## src/rtl/csr_def.sv

```systemverilog
// ============================================================================
// csr_def : machine-mode trap cause encodings shared across the core.
// Revision: 1.0
// ============================================================================
`default_nettype none

package csr_def;

  typedef enum logic [3:0] {
    EXC_INST_MISALIGNED   = 4'd0,
    EXC_INST_ACCESS_FAULT = 4'd1,
    EXC_ILLEGAL_INST      = 4'd2,
    EXC_BREAKPOINT        = 4'd3,
    EXC_LOAD_MISALIGNED   = 4'd4,
    EXC_LOAD_ACCESS_FAULT = 4'd5,
    EXC_STORE_MISALIGNED  = 4'd6,
    EXC_STORE_ACCESS_FAULT= 4'd7,
    EXC_ECALL_U           = 4'd8,
    EXC_ECALL_S           = 4'd9,
    EXC_ECALL_M           = 4'd11,
    EXC_INST_PAGE_FAULT   = 4'd12,
    EXC_LOAD_PAGE_FAULT   = 4'd13,
    EXC_STORE_PAGE_FAULT  = 4'd15
  } excp_code_t;

endpackage : csr_def

`default_nettype wire

```

## src/rtl/fetch_queue_pkg.sv

```systemverilog
// ============================================================================
// fetch_queue_pkg : entry format passed from fetch to decode.
// Revision: 1.0
// ============================================================================
`default_nettype none

package fetch_queue_pkg;

  localparam logic [31:0] NOP_INST = 32'h00000013;

  typedef struct packed {
    logic [31:0]         pc;
    logic [31:0]         inst;
    logic                excp_valid;
    csr_def::excp_code_t excp_code;
    logic                pred_taken;
  } fetch_entry_t;

endpackage : fetch_queue_pkg

`default_nettype wire

```

## src/rtl/fetch_queue.sv

```systemverilog
// ============================================================================
// fetch_queue : circular instruction buffer between IFU and decode/issue.
// Revision: 1.0
// ============================================================================
`default_nettype none

module fetch_queue
  import fetch_queue_pkg::*;
#(
  parameter  int DEPTH = 8,
  localparam int PTR_W = $clog2(DEPTH)
) (
  input  logic         clk,
  input  logic         rst,
  input  logic         flush,
  input  logic         in_valid,
  output logic         in_ready,
  input  fetch_entry_t in_entry,
  output logic         out_valid,
  input  logic         out_ready,
  output fetch_entry_t out_entry,
  output logic [PTR_W:0] count
);

  localparam logic [PTR_W:0] c_full_cnt = (PTR_W+1)'(DEPTH);

  fetch_entry_t     mem_q [DEPTH];
  logic [PTR_W-1:0] wptr_q, wptr_d;
  logic [PTR_W-1:0] rptr_q, rptr_d;
  logic [PTR_W:0]   count_q, count_d;
  logic             full, empty, enq, deq;

  // Handshake flags depend only on registered occupancy: no ready-to-ready path.
  assign full      = (count_q == c_full_cnt);
  assign empty     = (count_q == '0);
  assign in_ready  = ~full;
  assign out_valid = ~empty;
  assign enq       = in_valid & in_ready;
  assign deq       = out_valid & out_ready;
  assign out_entry = mem_q[rptr_q];
  assign count     = count_q;

  always_comb begin
    wptr_d  = wptr_q;
    rptr_d  = rptr_q;
    count_d = count_q;
    if (flush) begin
      wptr_d  = '0;
      rptr_d  = '0;
      count_d = '0;
    end else begin
      if (enq) wptr_d = wptr_q + PTR_W'(1);
      if (deq) rptr_d = rptr_q + PTR_W'(1);
      case ({enq, deq})
        2'b10:   count_d = count_q + (PTR_W+1)'(1);
        2'b01:   count_d = count_q - (PTR_W+1)'(1);
        default: count_d = count_q;
      endcase
    end
  end

  always_ff @(posedge clk) begin
    if (rst) begin
      wptr_q  <= '0;
      rptr_q  <= '0;
      count_q <= '0;
    end else begin
      wptr_q  <= wptr_d;
      rptr_q  <= rptr_d;
      count_q <= count_d;
    end
  end

  // Storage is deliberately not reset; an enqueue in a flush/reset cycle is dropped.
  always_ff @(posedge clk) begin
    if (enq && !flush && !rst) begin
      mem_q[wptr_q] <= in_entry;
    end
  end

  a_no_enq_when_full: assert property (@(posedge clk) disable iff (rst)
    !(enq && full));

  a_count_bounded: assert property (@(posedge clk) disable iff (rst)
    count_q <= c_full_cnt);

  a_stall_stable: assert property (@(posedge clk) disable iff (rst)
    (out_valid && !out_ready && !flush) |=> (out_valid && $stable(out_entry)));

endmodule : fetch_queue

`default_nettype wire
```

## config.mk

```make
export PLATFORM = sky130hd
export DESIGN_NAME = fetch_queue
export DESIGN_NICKNAME = d
export VERILOG_FILES = /design/src/rtl/csr_def.sv /design/src/rtl/fetch_queue_pkg.sv /design/src/rtl/fetch_queue.sv
export SDC_FILE = /design/constraint.sdc
export NUM_CORES = 1
export LEC_CHECK = 0
export BUFFER_PORTS_ARGS = -buffer_cell sky130_fd_sc_hd__buf_2
export CORE_ASPECT_RATIO = 1.75
export CORE_MARGIN = 5
export CORE_UTILIZATION = 33
export CTS_CLUSTER_SIZE = 28
export DETAILED_ROUTE_END_ITERATION = 8
export GPL_ROUTABILITY_DRIVEN = 0
export SLEW_MARGIN = 10
export SYNTH_ARGS = -nofsm -noshare
export SYNTH_HDL_FRONTEND = slang
export SYNTH_SLANG_ARGS = --single-unit
```

## constraint.sdc

```tcl
create_clock -name clk -period 7.9 [get_ports clk]
set_input_delay 0.395 -clock clk [delete_from_list [all_inputs] [get_ports clk]]
set_output_delay 0.395 -clock clk [all_outputs]
set_load 0.005 [all_outputs]
```

Yosys cells after proc, flatten, opt, wreduce, memory -nomap -nowiden
Memories as Yosys holds them, arrays and structs flattened. A register that Yosys moved wholly into a read port is not among the register bits.
Cells that the tools add are included.
- memories: 1
- latch bits: 0
- input bits: 75
- ROM bits: 0
- flip-flop bits (word level): 10
- memory bits (writable): 560
- order comparisons: 0
- shift operators: 0
- equal/unequal tests: 3
- div/mod/pow operators: 0
- bitwise logic cells: 4
- multiplexer cells: 5
- reductions and logical operators: 7
- $mul: 0
- add/sub/neg operators: 4
- memory list (memory ; depth ; width ; read ports ; clocked after Yosys merged registers in ; write ports ; RTL line ; source):
    mem_q ; 8 ; 70 ; 1 ; 1 ; 1 ; fetch_queue.sv:27 ; fetch_entry_t mem_q [DEPTH];
- operators with widths (kind ; count):
    4-bit case mux with 2 select lines ; 1
    3-bit by 1-bit adder with 3-bit output, second input constant ; 2
    3-bit two-way mux ; 2
    4-bit by 1-bit adder with 4-bit output, second input constant ; 1
    4-bit == test, second input constant ; 1
    4-bit zero test ; 1
    4-bit by 1-bit subtractor with 4-bit output, second input constant ; 1
    1-bit bitwise AND ; 2
    2-bit by 1-bit == test with 1-bit output, second input constant ; 1
    2-bit == test, second input constant ; 1
    1-bit logical AND ; 2
    1-bit zero test ; 2
    1-bit two-way mux ; 2
    1-bit inverter ; 2
    2-bit nonzero test ; 1
    2-bit OR reduction ; 1

Depth between registers and ports, before layout
Gate-level depths: netlist of the first run.
- depth in word-level cells: 7
- depth in mapped cells: 10
- gate-level depth less buffers: 10

Worst setup path before layout of the first run
No wires, ideal clock.
- kind: reg-to-reg
- start point: register count_q[1], in the netlist count[1]
- end point: memory mem_q[0][0] (netlist name), enable pin
- stages on the path, launching flop included: 6
- library setup time: 0.584 ns
- setup slack: 1.325 ns
- clock period less this slack: 6.575 ns
- arrival time: 5.990 ns
- path buffers: 1
- cells stage by stage: dfxtp_1 or4b_1 buf_2 nand2_1 or3_1 nor3_1
- word-level cells in the longest chain between the ends: 7
- ends and longest elaborated chain (element ; RTL line ; source):
    start: declaration ; fetch_queue.sv:30 ; logic [PTR_W:0] count_q, count_d;
    start signal: assignment ; fetch_queue.sv:70 ; count_q <= count_d;
    4-bit == test ; fetch_queue.sv:34 ; assign full = (count_q == c_full_cnt);
    1-bit inverter ; fetch_queue.sv:36 ; assign in_ready = ~full;
    named net in_ready ; fetch_queue.sv:17 ; output logic in_ready,
    1-bit bitwise AND ; fetch_queue.sv:38 ; assign enq = in_valid & in_ready;
    1-bit logical AND (2 in a row) ; fetch_queue.sv:76 ; if (enq && !flush && !rst) begin
    1-bit two-way mux ; fetch_queue.sv:76 ;
    1-bit two-way mux (not written as such) ; fetch_queue.sv:77 ; mem_q[wptr_q] <= in_entry;
    end: declaration ; fetch_queue.sv:27 ;
The timed path passes the listed nets, and every way through them passes these cells.

==> results of run 1 <==
-- state kept, by name (all words and copies together) (netlist names), named ones only --
name and count:
count 4, mem_q 560, rptr_q 3, wptr_q 3
-- power breakdown --
part	internal, W	total, W	switching, W
clock	0.00149	0.00255	0.00106
combinational	0.0000762	0.000172	0.0000955
sequential	0.00335	0.00336	0.0000105
-- metal layers --
layer / up-vias / routed length, um
li1: 4141 / -
met1: 5104 / 17600
met2: 190 / 24800
met3: 75 / 2190
met4: 2 / 1340
met5: - / 7
-- cell families after synthesis --
logic type | share of synthesized area [%]
compound gates | 0.196
simple gates | 0.849
buf+inv | 1.23
xor+xnor | 0.283
fa+ha+maj | 0.289
mux | 18.3
flops | 78.8
-- cell type report --
type                    count  area, um2  share of cell area [%]
clock inverters            34        380                    1.51
flip-flops and latches    573      17100                    68.0
clock buffers              61       1360                    5.40
inverters                   1       3.75                  0.0149
multi-input cells         270       4380                    17.4
diodes                      9       22.5                  0.0896
repair buffers            168        886                    3.52
well taps                 819       1020                    4.08
-- through the flow --
step	hold WS, ns	std cells	util, %	cell area (um2)	setup slack (ns)
2_1_floorplan	0.454	887	-	21700	1.33
5_1_grt	0.0777	1928	38.6	25100	3.72
3_5_place_dp	0.481	1831	35.9	23400	4.51
4_1_cts	0.0544	1926	38.5	25100	3.88
6_report	0.0909	1935	38.6	25100	4.07
3_3_place_gp	0.464	1831	35.9	23400	4.52
-- path summary, 6_finish.rpt --
path              depth (start not counted)              startpoint                     end
setup / recovery                          4               flip-flop           out_entry[19]
hold / removal                            1            in_entry[10]  mem_q[7][10]$_DFFE_PP_
setup reg to reg                          5   count[1]$_SDFFE_PP0P_  mem_q[1][44]$_DFFE_PP_
hold reg to reg                           2  rptr_q[1]$_SDFFE_PP0P_               flip-flop
-- cells in the final DEF (no fill, tap or decap), drive strengths merged, types with 2 or more instances in the layout --
cell,netlist,layout
clkbuf,15,61
bufinv,0,8
mux2,71,71
xor2,7,7
edfxtp,560,560
ha,5,5
nand3,4,4
nand2,7,7
nor2,14,14
mux2i,2,2
a21oi,4,4
dfxtp,13,13
diode,0,9
or3,3,3
nor3,3,3
buf,28,168
clkinvlp,0,2
clkinv,0,22
inv,1,3
mux4,140,140
nand2b,2,2
-- critical path: cells and delay by family, from the launching register on --
family	cells	cell delay (ns)
buffers and inverters	2	0.86
flip-flops	1	1.04
multiplexers	2	0.90
==> out/qor.yml, run 1 <==
grt_first_pass_wirelength_um: 68300
synth_edf_count: 560
crit_arrival_ns: 3.44
start_util_pct: 33.2
final-max-slew-violation-count: 0
clock_latency_ns: 0.57
cap_violations: 0
clock_sinks: 573
dieArea_um2: 71100
synth_top_area_share_pct: 77.6
cp.required_ns: 7.51
ff2ff_setup_slack_ns: 4.65
path_cells: "buf_4 > mux4_2 > mux2_2 > buf_2"
die_h_um: 349
synth_common_cells: "edfxtp_1, mux4_2, mux2_2, buf_2, clkbuf_1"
portBuffers: 150
yosysSeqAreaShare_pct: 78.8
clockRootBuffer: "clkbuf_16"
syn_to_final_growth_pct: 16.0
start_kind: "flip-flop"
numCtsBuffers: 51
synth_largest_area_cell: "edfxtp_1"
first_iter_violations: 467
rsz0062_at_grt: "false"
yosysMostFrequentCell: "edfxtp_1"
ir_drop_mv: 0.192
ys_types: 27
synth.cell_area_um2: 21700
max-slew-margin-rel_pct: 26.7
fillCellCount: 5853
async_flop_share_pct: 0
top_usage_layer: "met2"
first_global_vias: 10700
timing.final.crit_share_pct: 48.5
num_vias: 9512
cts_max_path_buffers: 3
postCtsResizedCells: 0
hp-class: "primary input to flip-flop"
met1_usage_pct: 15.1
syn_avg_cell_area_um2: 24.4
wl_per_cell_um: 23.7
core-area_um2: 65200
setup_viol: 0
antenna_found_initial: 11
dieWidth_um: 204
use_met3_pct: 2.85
dr.pass1.iters: 4
drive_above_1_share_pct: 42.2
post_drt_via_cell_ratio: 4.92
fin_skew_ns: 0.0171
synth_ff_type: "edfxtp_1"
grt_max_degree: 71
std_cell_rows: 124
cp-end-kind: "primary output"
min_period_ns: 3.83
ioPinCount: 151
cp_slowest_cell: "dfxtp_4"
critical_path_class: "flip-flop to primary output"
wl_um: 45900
fmax_ghz: 0.261
drc_errors: 0
hold_viol_final: 0
synth_cells: 887
synthTopCellsByArea: "edfxtp_1, mux4_2, mux2_2, dfxtp_1, buf_6"
finalPower_w: 0.00609
nNetsFinal: 1145
grt_usage_pct: 12.8
powerDensity_nw_per_um2: 242
max_slew.worst_pin.slew_ns: 1.10
ys_warn_count: 0
use_met2_pct: 22.9
tns_ns: 0
hpwl_um: 26500
postCtsSetupRepairBufs: 0
outcome: "completed"
synth_nets: 967
p_leak_nw: 7.80
critPathMaxStageDelay_ns: 1.04
cts_tree: "yes"
postCtsHoldBufs: 0
clkTransAtPathRegs_ns: 0.07
ant_nets: 0
ys_ff_latch: 573
grt_overflow: 0
htree_num_levels: 2
path_max_fanout: 47
No activity file was read; power rests on OpenSTA's default activity.
==> run 2: changes to the inputs <==
clock period = 3.9 ns   (was 7.9 ns; I/O delays follow)
==> run 2 against run 1 <==
Combinational power rose by 150%. Clock-buffer cell count decreased by 2. Register-to-register slack lost 3.9 ns. Sequential share of layout area shrank 2.2 points. Critical path depth is 4 higher. Total power increased by 100%.
==> out/qor.yml, run 2 (same netlist as run 1, synthesis figures left out) <==
fin_skew_ns: 0.0159  # was 0.0171 ns
grt_usage_pct: 12.7  # was 12.8%
std_cell_rows: 124  # unchanged
clock_latency_ns: 0.58  # was 0.57 ns
postCtsResizedCells: 0  # unchanged
max_slew.worst_pin.slew_ns: 0.924  # was 1.10 ns
min_period_ns: 3.12
path_max_fanout: 8  # was 47
cp_slowest_cell: "or4b_1"  # was dfxtp_4
dieWidth_um: 204  # unchanged
p_leak_nw: 8.12  # was 7.80 nW
largest_register_ffs: 560  # unchanged
post-route-worst-setup-slack_ns: 0.776  # was 4.07 ns
place_inst: 1838  # was 1831
cts_max_path_buffers: 3  # unchanged
cts_tree: "yes"  # unchanged
path_cells: "or4b_1 > nand2_1 > ha_1 > nand2_1 > mux2_2 > o41ai_1 > mux2i_1 > dlygate4sd3_1"  # was buf_4 > mux4_2 > mux2_2 > buf_2
setup_viol: 0  # unchanged
layout_commonest_cell: "edfxtp_1"  # unchanged
hp-class: "primary input to flip-flop"  # unchanged
grt_max_degree: 141  # was 71
timing.final.crit_share_pct: 80.1
fmax_ghz: 0.320
wl_per_cell_um: 22.5  # was 23.7 um
postCtsSetupRepairBufs: 0  # unchanged
ant_nets: 0  # unchanged
first_global_vias: 10800  # was 10700
power_switching_w: 0.00241  # was 0.00117 W
final-max-slew-violation-count: 0  # unchanged
ff2ff_setup_slack_ns: 0.78  # was 4.65 ns
core-area_um2: 65200  # unchanged
grt_first_pass_wirelength_um: 68300  # about the same
cap_violations: 0  # unchanged
drc_errors: 0  # unchanged
regMostFlops: "mem_q"  # unchanged
critPathMaxStageDelay_ns: 0.65  # was 1.04 ns
clkTransAtPathRegs_ns: 0.07  # about the same
seq_area_um2: 17100  # unchanged
htree_num_levels: 2  # unchanged
cp-end-kind: "flip-flop"  # was primary output
wl_um: 45200  # was 45900 um
grt_overflow: 0  # unchanged
path_common_cell: "nand2_1"
nNetsFinal: 1226  # was 1145
postCtsHoldBufs: 75  # was 0
drive_above_1_share_pct: 40.0  # was 42.2%
ioPinCount: 151  # unchanged
die_h_um: 349  # unchanged
seqPwrFrac_pct: 55.4  # was 55.2%
first_iter_violations: 494  # was 467
syn_to_final_growth_pct: 19.8  # was 16.0%
antenna_found_initial: 3  # was 11
outcome: "completed"  # unchanged
hold_viol_final: 0  # unchanged
critical_path_class: "flip-flop to flip-flop"  # was flip-flop to primary output
stdcell_count: 2007  # was 1935
cp.required_ns: 4.43  # was 7.51 ns
clockRootBuffer: "clkbuf_16"  # unchanged
post_drt_via_cell_ratio: 4.88  # was 4.92
clockPowerShare_pct: 41.1  # was 42.0%
multi_input_area_um2: 4390  # was 4380 um2
dieArea_um2: 71100  # unchanged
num_vias: 9792  # was 9512
numCtsBuffers: 50  # was 51
ir_drop_mv: 0.358  # was 0.192 mV
dr.pass1.iters: 4  # unchanged
final_cell_mix: "edfxtp_1, buf_2, mux4_2, dlygate4sd3_1, mux2_2"  # was edfxtp_1, buf_2, mux4_2, mux2_2, clkbuf_16
p_sw_share_pct: 19.6  # was 19.2%
rsz0062_at_grt: "false"  # unchanged
place_ws_ns: 1.26  # was 4.51 ns
max-slew-margin-rel_pct: 38.4  # was 26.7%
crit_arrival_ns: 3.65  # was 3.44 ns
p_comb_share_pct: 3.5  # was 2.8%
start_kind: "flip-flop"  # unchanged
worst_hold_slack_ns: 0.0557  # was 0.0909 ns
fillCellCount: 5771  # was 5853
portBuffers: 150  # unchanged
hpwl_um: 26000  # was 26500 um
powerDensity_nw_per_um2: 473  # was 242 nW/um2
start_util_pct: 33.2  # unchanged
p_int_w: 0.00987  # was 0.00492 W
clock_sinks: 573  # unchanged
run 2: cell types whose count changed in the layout (fill, tap and decap cells not counted), sizes merged:
cell / change
clkbuf: -2
dlygate4sd3: +75
diode: -6
buf: +7
clkinvlp: +5
bufinv: -1
clkinv: -6
run 2: through the flow:
step | total power [W] | area [um2] | util (%) | setup TNS, ns
after floorplan | 0.00711 | 21700 | - | -281.80
after global placement | 0.00729 | 23500 | 36.1 | 0
after detailed placement | 0.00731 | 23500 | 36.1 | 0
after CTS | 0.0125 | 26000 | 39.8 | 0
after global routing | 0.0127 | 26000 | 39.8 | 0
final | 0.0123 | 26000 | 39.8 | 0
run 2: worst max-delay path: cells and delay by family, from the launching register on:
family	cells	cell delay, ns
compound gates	1	0.37
fa+ha+maj	1	0.30
buf+inv	1	0.55
flops	1	0.38
mux	2	0.51
simple gates	3	0.95
run 2: path summary, 6_finish.rpt:
path / start / cells after the start / endpoint
hold / removal: flush / 3 / flip-flop
setup reg to reg: count[1]$_SDFFE_PP0P_ / 8 / count[3]$_SDFFE_PP0P_
hold reg to reg: rptr_q[1]$_SDFFE_PP0P_ / 2 / flip-flop
setup / recovery: count[1]$_SDFFE_PP0P_ / 8 / count[3]$_SDFFE_PP0P_
run 2: layout make-up:
type                       instances  area share (%)
sequential                       573            65.8
multi-input combinational        270            16.9
timing repair buffer             250            6.84
clock buffer                      59            5.03
tap                              819            3.95
clock inverter                    32            1.41
antenna                            3          0.0289
inverter                           1          0.0145
run 2: power groups by stage:
stage | registers, W | logic (W) | clock network [W]
after floorplan | 0.00693 | 0.000176 | 0
after detailed placement | 0.00694 | 0.000374 | 0
after global placement | 0.00693 | 0.000360 | 0
after global routing | 0.00680 | 0.000466 | 0.00546
final | 0.00680 | 0.000424 | 0.00505
after CTS | 0.00680 | 0.000440 | 0.00522
run 2: metal layers:
layer | vias to the layer above | wire length (um) | global-route usage [%]
met5 | - | 0 | 0
met4 | 0 | 1080 | 3.82
met3 | 69 | 1470 | 1.72
met2 | 192 | 24500 | 23.2
met1 | 5234 | 18100 | 15.6
li1 | 4297 | - | -
